$ cat src/rtl/vec_adder_acc_if.sv
// vec_adder_acc_if: operand/result handshake bundle for vec_adder_acc.
// Carries the A and B operand channels and the C result channel, each with
// its own valid/ready pair. The producer/consumer side uses the master
// modport. The adder uses the slave modport.
interface vec_adder_acc_if #(
    parameter int ADDER_BITS = 8,
    parameter int LANES      = 4
);
    localparam int W = ADDER_BITS * LANES;

    // A operand channel (operation code travels with A)
    logic             a_valid;
    logic             a_ready;
    logic [W-1:0]     a_data;
    logic [1:0]       a_op;

    // B operand channel
    logic             b_valid;
    logic             b_ready;
    logic [W-1:0]     b_data;

    // C result channel
    logic             c_valid;
    logic             c_ready;
    logic [W-1:0]     c_data;
    logic [LANES-1:0] c_flag;

    modport master (
        output a_valid, a_data, a_op,
        output b_valid, b_data,
        output c_ready,
        input  a_ready, b_ready,
        input  c_valid, c_data, c_flag
    );

    modport slave (
        input  a_valid, a_data, a_op,
        input  b_valid, b_data,
        input  c_ready,
        output a_ready, b_ready,
        output c_valid, c_data, c_flag
    );
endinterface

$ cat src/rtl/vec_adder_acc.sv
// vec_adder_acc: multi-lane handshaked adder/subtractor/accumulator.
// Joins one A vector (with its op code) and one B vector. Each pair produces
// one registered result vector on the C channel. Every lane is independent.
// Ops: 0 ADD, 1 SUB, 2 ACC (acc + a + b, stored), 3 LOAD (a + b, stored).
// Optional build macro VEC_ADDER_SAT_EN: lanes clamp instead of wrapping, and
// c_flag reports that a clamp occurred.
module vec_adder_acc #(
    parameter int ADDER_BITS = 8,
    parameter int LANES      = 4
) (
    input  logic             clock,
    input  logic             reset,
    vec_adder_acc_if.slave   bus
);
    localparam int W = ADDER_BITS * LANES;

    localparam logic [1:0] OP_ADD  = 2'd0;
    localparam logic [1:0] OP_SUB  = 2'd1;
    localparam logic [1:0] OP_ACC  = 2'd2;
    localparam logic [1:0] OP_LOAD = 2'd3;

    // Encoding chosen so bit 1 mirrors "A held" and bit 0 mirrors "B held".
    typedef enum logic [1:0] {
        ST_EMPTY  = 2'b00,
        ST_HAVE_B = 2'b01,
        ST_HAVE_A = 2'b10,
        ST_FULL   = 2'b11
    } state_t;

    state_t           state_q, state_d;

    logic [W-1:0]     a_q, a_d;
    logic [1:0]       op_q, op_d;
    logic [W-1:0]     b_q, b_d;
    logic [W-1:0]     acc_q, acc_d;
    logic             c_valid_q, c_valid_d;
    logic [W-1:0]     c_data_q, c_data_d;
    logic [LANES-1:0] c_flag_q, c_flag_d;

    logic             a_held, b_held;
    logic             fire;
    logic             a_ready, b_ready;
    logic             a_cap, b_cap;
    logic             a_keep, b_keep;

    // Per-lane results of the op held in op_q (combinational).
    logic [W-1:0]     lane_res;
    logic [LANES-1:0] lane_flag;

    // Join FSM: handshake decode and next held-slot state.
    always_comb begin
        a_held  = (state_q == ST_HAVE_A) || (state_q == ST_FULL);
        b_held  = (state_q == ST_HAVE_B) || (state_q == ST_FULL);
        // A pair leaves the slots only when the output register is free
        // or is being drained this same cycle.
        fire    = (state_q == ST_FULL) && (!c_valid_q || bus.c_ready);
        a_ready = !a_held || fire;
        b_ready = !b_held || fire;
        a_cap   = bus.a_valid && a_ready;
        b_cap   = bus.b_valid && b_ready;
        // A slot stays occupied after this edge if refilled or not consumed.
        a_keep  = a_cap || (a_held && !fire);
        b_keep  = b_cap || (b_held && !fire);
        state_d = state_q;
        case ({a_keep, b_keep})
            2'b00:   state_d = ST_EMPTY;
            2'b01:   state_d = ST_HAVE_B;
            2'b10:   state_d = ST_HAVE_A;
            default: state_d = ST_FULL;
        endcase
    end

    // Join FSM state register.
    always_ff @(posedge clock) begin
        if (reset) begin
            state_q <= ST_EMPTY;
        end else begin
            state_q <= state_d;
        end
    end

    genvar gi;
    generate
        for (gi = 0; gi < LANES; gi++) begin : g_lane
            logic [ADDER_BITS-1:0] a_l, b_l, acc_l;
            logic [ADDER_BITS:0]   add_s, sub_s;
            logic [ADDER_BITS+1:0] acc_s;
            logic [ADDER_BITS-1:0] res;
            logic                  flg;

            assign a_l   = a_q[gi*ADDER_BITS +: ADDER_BITS];
            assign b_l   = b_q[gi*ADDER_BITS +: ADDER_BITS];
            assign acc_l = acc_q[gi*ADDER_BITS +: ADDER_BITS];

            // Lane arithmetic. ACC keeps two guard bits so that overflow of
            // either addition shows up as a nonzero upper field.
            always_comb begin
                add_s = {1'b0, a_l} + {1'b0, b_l};
                sub_s = {1'b0, a_l} - {1'b0, b_l};
                acc_s = {2'b00, acc_l} + {2'b00, a_l} + {2'b00, b_l};
                res   = add_s[ADDER_BITS-1:0];
                flg   = add_s[ADDER_BITS];
                case (op_q)
                    OP_SUB: begin
                        res = sub_s[ADDER_BITS-1:0];
                        flg = sub_s[ADDER_BITS];
                    end
                    OP_ACC: begin
                        res = acc_s[ADDER_BITS-1:0];
                        flg = |acc_s[ADDER_BITS+1:ADDER_BITS];
                    end
                    default: ;
                endcase
`ifdef VEC_ADDER_SAT_EN
                // Borrow clamps to zero, carry clamps to all-ones.
                if (flg) begin
                    res = (op_q == OP_SUB) ? '0 : '1;
                end
`endif
            end

            assign lane_res[gi*ADDER_BITS +: ADDER_BITS] = res;
            assign lane_flag[gi]                         = flg;
        end
    endgenerate

    // Datapath next state: operand capture, result load/drain, accumulator.
    always_comb begin
        a_d       = a_q;
        op_d      = op_q;
        b_d       = b_q;
        acc_d     = acc_q;
        c_valid_d = c_valid_q;
        c_data_d  = c_data_q;
        c_flag_d  = c_flag_q;
        if (a_cap) begin
            a_d  = bus.a_data;
            op_d = bus.a_op;
        end
        if (b_cap) begin
            b_d = bus.b_data;
        end
        if (fire) begin
            c_valid_d = 1'b1;
            c_data_d  = lane_res;
            c_flag_d  = lane_flag;
            // Only ACC and LOAD update acc. In saturating builds it stores the clamped value.
            if ((op_q == OP_ACC) || (op_q == OP_LOAD)) begin
                acc_d = lane_res;
            end
        end else if (c_valid_q && bus.c_ready) begin
            // Drained with nothing new: c_data keeps its last value.
            c_valid_d = 1'b0;
        end
    end

    // Datapath registers; reset drops held operands and any pending result.
    always_ff @(posedge clock) begin
        if (reset) begin
            a_q       <= '0;
            op_q      <= OP_ADD;
            b_q       <= '0;
            acc_q     <= '0;
            c_valid_q <= 1'b0;
            c_data_q  <= '0;
            c_flag_q  <= '0;
        end else begin
            a_q       <= a_d;
            op_q      <= op_d;
            b_q       <= b_d;
            acc_q     <= acc_d;
            c_valid_q <= c_valid_d;
            c_data_q  <= c_data_d;
            c_flag_q  <= c_flag_d;
        end
    end

    assign bus.a_ready = a_ready;
    assign bus.b_ready = b_ready;
    assign bus.c_valid = c_valid_q;
    assign bus.c_data  = c_data_q;
    assign bus.c_flag  = c_flag_q;

endmodule

$ cat src/flat_wrapper.sv
// flat-port wrapper written by rule: the top's interface ports become plain ports
module vec_adder_acc_flat 
#(
    parameter int ADDER_BITS = 8,
    parameter int LANES      = 4
)
  (clock, reset, bus_a_valid, bus_a_data, bus_a_op, bus_b_valid, bus_b_data, bus_c_ready, bus_a_ready, bus_b_ready, bus_c_valid, bus_c_data, bus_c_flag);
  vec_adder_acc_if #(.ADDER_BITS(ADDER_BITS), .LANES(LANES)) bus_i ();
  input  logic clock;
  input  logic reset;
  input wire logic [$bits(bus_i.a_valid)-1:0] bus_a_valid;
  input wire logic [$bits(bus_i.a_data)-1:0] bus_a_data;
  input wire logic [$bits(bus_i.a_op)-1:0] bus_a_op;
  input wire logic [$bits(bus_i.b_valid)-1:0] bus_b_valid;
  input wire logic [$bits(bus_i.b_data)-1:0] bus_b_data;
  input wire logic [$bits(bus_i.c_ready)-1:0] bus_c_ready;
  output wire logic [$bits(bus_i.a_ready)-1:0] bus_a_ready;
  output wire logic [$bits(bus_i.b_ready)-1:0] bus_b_ready;
  output wire logic [$bits(bus_i.c_valid)-1:0] bus_c_valid;
  output wire logic [$bits(bus_i.c_data)-1:0] bus_c_data;
  output wire logic [$bits(bus_i.c_flag)-1:0] bus_c_flag;
  assign bus_i.a_valid = bus_a_valid;
  assign bus_i.a_data = bus_a_data;
  assign bus_i.a_op = bus_a_op;
  assign bus_i.b_valid = bus_b_valid;
  assign bus_i.b_data = bus_b_data;
  assign bus_i.c_ready = bus_c_ready;
  assign bus_a_ready = bus_i.a_ready;
  assign bus_b_ready = bus_i.b_ready;
  assign bus_c_valid = bus_i.c_valid;
  assign bus_c_data = bus_i.c_data;
  assign bus_c_flag = bus_i.c_flag;
  vec_adder_acc #(.ADDER_BITS(ADDER_BITS), .LANES(LANES)) u_core (.clock(clock), .reset(reset), .bus(bus_i));
endmodule
$ cat config.mk
export PLATFORM = sky130hd
export DESIGN_NAME = vec_adder_acc_flat
export DESIGN_NICKNAME = d
export VERILOG_FILES = /design/src/rtl/vec_adder_acc_if.sv /design/src/rtl/vec_adder_acc.sv /design/src/flat_wrapper.sv
export SDC_FILE = /design/constraint.sdc
export NUM_CORES = 1
export LEC_CHECK = 0
export CAP_MARGIN = 5
export CORE_ASPECT_RATIO = 1.5
export CORE_MARGIN = 2
export CORE_UTILIZATION = 42
export DETAILED_ROUTE_END_ITERATION = 8
export PLACE_DENSITY_LB_ADDON = 0.3
export SLEW_MARGIN = 30
export SYNTH_ARGS = -nofsm -noshare
export SYNTH_HDL_FRONTEND = slang
export SYNTH_SLANG_ARGS = --single-unit
$ cat constraint.sdc
create_clock -name clock -period 2.95 [get_ports clock]
set_input_delay 0.7375 -clock clock [delete_from_list [all_inputs] [get_ports clock]]
set_output_delay 0.7375 -clock clock [all_outputs]
set_load 0.01 [all_outputs]
==> flow_summary_export.csv <==
group,metric,value,unit
outcome,run_status,"finished, violations left",
outcome,violations,"negative setup slack",
power,cell_internal_pwr,4.02,mW
sta,drv_slew,0,
sta,timing.slew.headroom,38.4,%
synth,synth.cells.most_frequent,"225 x sky130_fd_sc_hd__nand2_1, 184 x sky130_fd_sc_hd__a21oi_1, 141 x sky130_fd_sc_hd__ha_1",
placed_design,gp_routability_congestion,0.907,
setup_path,required,3.28,ns
setup_path,timing.critical_path.arrival,3.52,ns
synth,synth.avg_cell_area,7.71,um2
power,design_power_total,5.93,mW
synth,synth.most_common_cell,"sky130_fd_sc_hd__nand2_1",
clocking,cts-root-buf,"sky130_fd_sc_hd__clkbuf_16",
layout,area_delta_synth_final,34.2,%
synth,synth_top_area_cell,"sky130_fd_sc_hd__dfxtp_1",
synth,postSynthRegisterBits,137,
synth,synth_edf_count,0,
power,power_density,417,mW/mm2
clocking,cts.clk_slew.worst_paths,0.07,ns
clocking,postCtsHoldBufs,0,
drt,route.detailed.drc,0,
global_routing,first_global_vias,10800,
clocking,cts.sink_count,137,
min_path,worst_hold_class,"reg2reg",
synth,synthesis_warning_total,0,
sta,clock-skew-final,0.00923,ns
setup_path,crit_slowest_cell,"sky130_fd_sc_hd__fa_2",
synth,async_reset_ff_share,0,%
clocking,max-clock-path-buffers,2,
synth,share_of_the_yosys_chip_area_belonging_to_registers,25.9,%
sta,worst_slack,-0.241,ns
placed_design,dp.final_hpwl,24600,um
setup_path,timing.critical_path.slowest_cell_delay,0.37,ns
power,switching_power_as_a_share_of_total_power,32.1,%
setup_path,r2r_setup_slk,-0.24,ns
sta,grt_setup_unrepaired,"true",
layout,final_nets,1797,
synth,ys.flop_type,"sky130_fd_sc_hd__dfxtp_1",
floorplanning,fp.dieArea,0.0265,mm2
synth,synth.lib_cells_used.distinct,73,
clocking,htreeDepth,4,
setup_path,worstSetupEndpointType,"register",
global_routing,antenna_found_initial,1,
power,seq_power_share,34.2,%
synth,proportion_of_netlist_area_held_by_the_largest_area_contributor,25.9,%
drt,route.detailed.wl_per_inst,17.6,um
power,switching_power,1.91,mW
setup_path,crit_path_max_fanout,2,
setup_path,critical_path.cell_chain,"ha_4, inv_2, fa_2, nor2b_2, o21ai_2, a21oi_2, nor2_1, xnor2_1, ha_1, o211a_1, a221oi_2, nor2b_1, or3_4, a2111oi_4, nor2_1",
setup_path,timing.rr.end,"u_core.bus.c_flag[2]$_SDFFE_PP0P_",
power,p_leak,5.96,nW
drt,drt_wl_total,33700,um
power,ir_worst_vdd,477,uV
sta,timing.final.crit_period,3.19,ns
synth,netlist_instances,1372,
setup_path,setup.worst_path.end,"u_core.bus.c_flag[2]$_SDFFE_PP0P_",
drt,vias,10600,
setup_path,path_common_cell,"sky130_fd_sc_hd__nor2_1",
floorplanning,fp.dieW,134,um
sta,max_slew.worst_pin.slew,0.924,ns
synth,netlist_area,0.0106,mm2
placed_design,placed_cells_incl_taps,1857,
drt,first_iter_violations,531,
layout,drive_above_1_share,19.3,%
setup_path,timing.critical_path.depth,15,
floorplanning,die-height,198,um
setup_path,crit_path_start_kind,"register",
setup_path,crit_path_buf_inv_count,1,
setup_path,timing_worst_setup_path_type,"reg2reg",
setup_path,critical-path-top-delay-family,"compound AO/OA/AOI/OAI gates",
setup_path,cp-startpoint,"u_core.acc_q[16]$_SDFFE_PP0P_",
floorplanning,core-area,0.0250,mm2
layout,fin_util,56.9,%
clocking,clock_insertion_delay_worst_skew,0.45,ns
clocking,cts_inserted_buffers,17,
global_routing,grt_util_all_layers,25.5,%
synth,syn-num-nets,1600,
floorplanning,pin_count,110,
sta,setup_viol_count_final,13,
power,share_clk_of_total_power,39.0,%
global_routing,maximum_number_of_pins_on_one_net_before_global_route_repair,84,
job,timing.max_cap.violations,0,
floorplanning,core.rowCount,71,
setup_path,worst-r2r-cell-count,15,
floorplanning,initial_core_util,42.4,%
setup_path,crit-reg2reg-launch,"u_core.acc_q[16]$_SDFFE_PP0P_",
sta,min_period_over_period,108,%
drt,post_drt_via_cell_ratio,5.57,
sta,hold_viol,0,
clocking,cts_tree,"done",
sta,max_clk_rate,313,MHz
power,comb_pwr_share,26.8,%
synth,main_area_contributors_after_synthesis,"sky130_fd_sc_hd__dfxtp_1 26%, sky130_fd_sc_hd__ha_1 17%, sky130_fd_sc_hd__a21oi_1 8.7%, sky130_fd_sc_hd__nand2_1 8.0%, sky130_fd_sc_hd__xnor2_1 3.6%",
global_routing,grt_pass1_wl,53500,um
global_routing,gr-total-overflow,0,
layout,final_cell_count_no_fill,1911,
drt,ant_nets,0,
drt,drt_pre_antenna_iters,8,
placed_design,numPortBuffers,109,
## layout make-up
class | instances | area, um2
inverter | 94 | 355
timing repair buffer | 238 | 2130
clock inverter | 14 | 185
fill | 2278 | 10800
tap | 328 | 410
multi-input combinational | 1081 | 7910
clock buffer | 18 | 439
antenna | 1 | 2.50
sequential | 137 | 2770
## placed cells by master, fill, tap and decap left out, types with 17 or more instances in the layout
| cell | netlist | layout |
|---|---|---|
| sky130_fd_sc_hd__dfxtp_1 | 137 | 120 |
| sky130_fd_sc_hd__clkbuf_16 | 0 | 17 |
| sky130_fd_sc_hd__nor2b_1 | 28 | 19 |
| sky130_fd_sc_hd__a21oi_1 | 184 | 165 |
| sky130_fd_sc_hd__ha_1 | 141 | 129 |
| sky130_fd_sc_hd__a21o_1 | 19 | 19 |
| sky130_fd_sc_hd__clkdlybuf4s50_1 | 0 | 108 |
| sky130_fd_sc_hd__inv_1 | 89 | 84 |
| sky130_fd_sc_hd__o21ai_0 | 29 | 24 |
| sky130_fd_sc_hd__nand2b_1 | 22 | 20 |
| sky130_fd_sc_hd__nor2_1 | 100 | 94 |
| sky130_fd_sc_hd__xnor2_1 | 44 | 38 |
| sky130_fd_sc_hd__buf_4 | 0 | 119 |
| sky130_fd_sc_hd__nand2_1 | 225 | 225 |
| sky130_fd_sc_hd__a211oi_1 | 28 | 22 |
## worst min-delay path by stage
stage / from / end / slack [ns] / cells after the start
floorplan: u_core.acc_q[6]$_SDFFE_PP0P_ / u_core.acc_q[6]$_SDFFE_PP0P_ / 0.44 / 2
global route: u_core.bus.c_data[3]$_SDFFE_PP0P_ / u_core.bus.c_data[3]$_SDFFE_PP0P_ / 0.49 / 2
finish: u_core.bus.c_data[10]$_SDFFE_PP0P_ / u_core.bus.c_data[10]$_SDFFE_PP0P_ / 0.46 / 2
detailed placement: u_core.bus.c_data[22]$_SDFFE_PP0P_ / u_core.bus.c_data[22]$_SDFFE_PP0P_ / 0.45 / 2
global placement: u_core.bus.c_data[6]$_SDFFE_PP0P_ / u_core.bus.c_data[6]$_SDFFE_PP0P_ / 0.44 / 2
CTS: u_core.bus.c_data[20]$_SDFFE_PP0P_ / u_core.bus.c_data[20]$_SDFFE_PP0P_ / 0.46 / 2
## flip-flops by register name, summed over array words and instances (netlist names)
register,cells
u_core.bus.c_valid,1
u_core.state_q,2
u_core.b_q,32
u_core.acc_q,32
u_core.bus.c_flag,4
u_core.op_q,2
u_core.bus.c_data,32
u_core.a_q,32
## layer usage
layer | up-vias | share of wire [%] | GRT usage (%)
met4 | 0 | 5.4 | 14.1
met2 | 293 | 53 | 48.4
li1 | 5180 | - | -
met3 | 107 | 3.6 | 3.13
met1 | 5065 | 38 | 26.9
met5 | - | 0 | 0
## through the flow
step | area [um2] | setup slack, ns | TNS [ns] | hold WS (ns)
final | 14200 | -0.241 | -1.43 | 0.460
after global routing | 14200 | -0.441 | -4.96 | 0.487
after CTS | 13700 | -0.227 | -0.761 | 0.460
after detailed placement | 12800 | -0.299 | -4.58 | 0.451
after global placement | 12800 | -0.230 | -3.19 | 0.445
after floorplan | 10600 | -0.109 | -0.109 | 0.436
## worst reg2reg max path, stage by stage (launching register included)
cell	delay, ns
sky130_fd_sc_hd__dfxtp_2	0.35
sky130_fd_sc_hd__ha_4	0.14
sky130_fd_sc_hd__inv_2	0.04
sky130_fd_sc_hd__fa_2	0.37
sky130_fd_sc_hd__nor2b_2	0.13
sky130_fd_sc_hd__o21ai_2	0.07
sky130_fd_sc_hd__a21oi_2	0.17
sky130_fd_sc_hd__nor2_1	0.07
sky130_fd_sc_hd__xnor2_1	0.21
sky130_fd_sc_hd__ha_1	0.30
sky130_fd_sc_hd__o211a_1	0.15
sky130_fd_sc_hd__a221oi_2	0.28
sky130_fd_sc_hd__nor2b_1	0.09
sky130_fd_sc_hd__or3_4	0.35
sky130_fd_sc_hd__a2111oi_4	0.29
sky130_fd_sc_hd__nor2_1	0.08
## power groups by stage
stage | Combinational (mW) | Clock (mW) | Sequential [mW]
floorplan | 0.917 | 0 | 2.05
global placement | 1.46 | 0 | 2.06
detailed placement | 1.47 | 0 | 2.06
CTS | 1.52 | 2.34 | 2.02
global route | 1.75 | 2.42 | 2.04
finish | 1.59 | 2.31 | 2.03
## cells by family (layout without fill, tap and decap cells)
group | count (synthesis) | in the layout | share of synthesized area [%]
DFF | 137 | 137 | 25.9
and+or+nand+nor | 448 | 448 | 18.9
buffers and inverters | 154 | 364 | 5.50
muxes | 7 | 7 | 0.674
AOI/OAI and AO/OA | 405 | 405 | 24.0
other | 0 | 1 | 0
xor gates and xnor gates | 64 | 64 | 5.30
adders and majority gates | 157 | 157 | 19.7
## repair_timing
item / CTS / global route
endpoints found under the setup margin: 26 / 34
gates resized for setup: 58 / 86
cloned: 0 / 0
endpoints found under the hold margin: 0 / 0
setup buffers: 13 / 12
pin swaps: 61 / 99
Power figures use the tool's default switching activity.
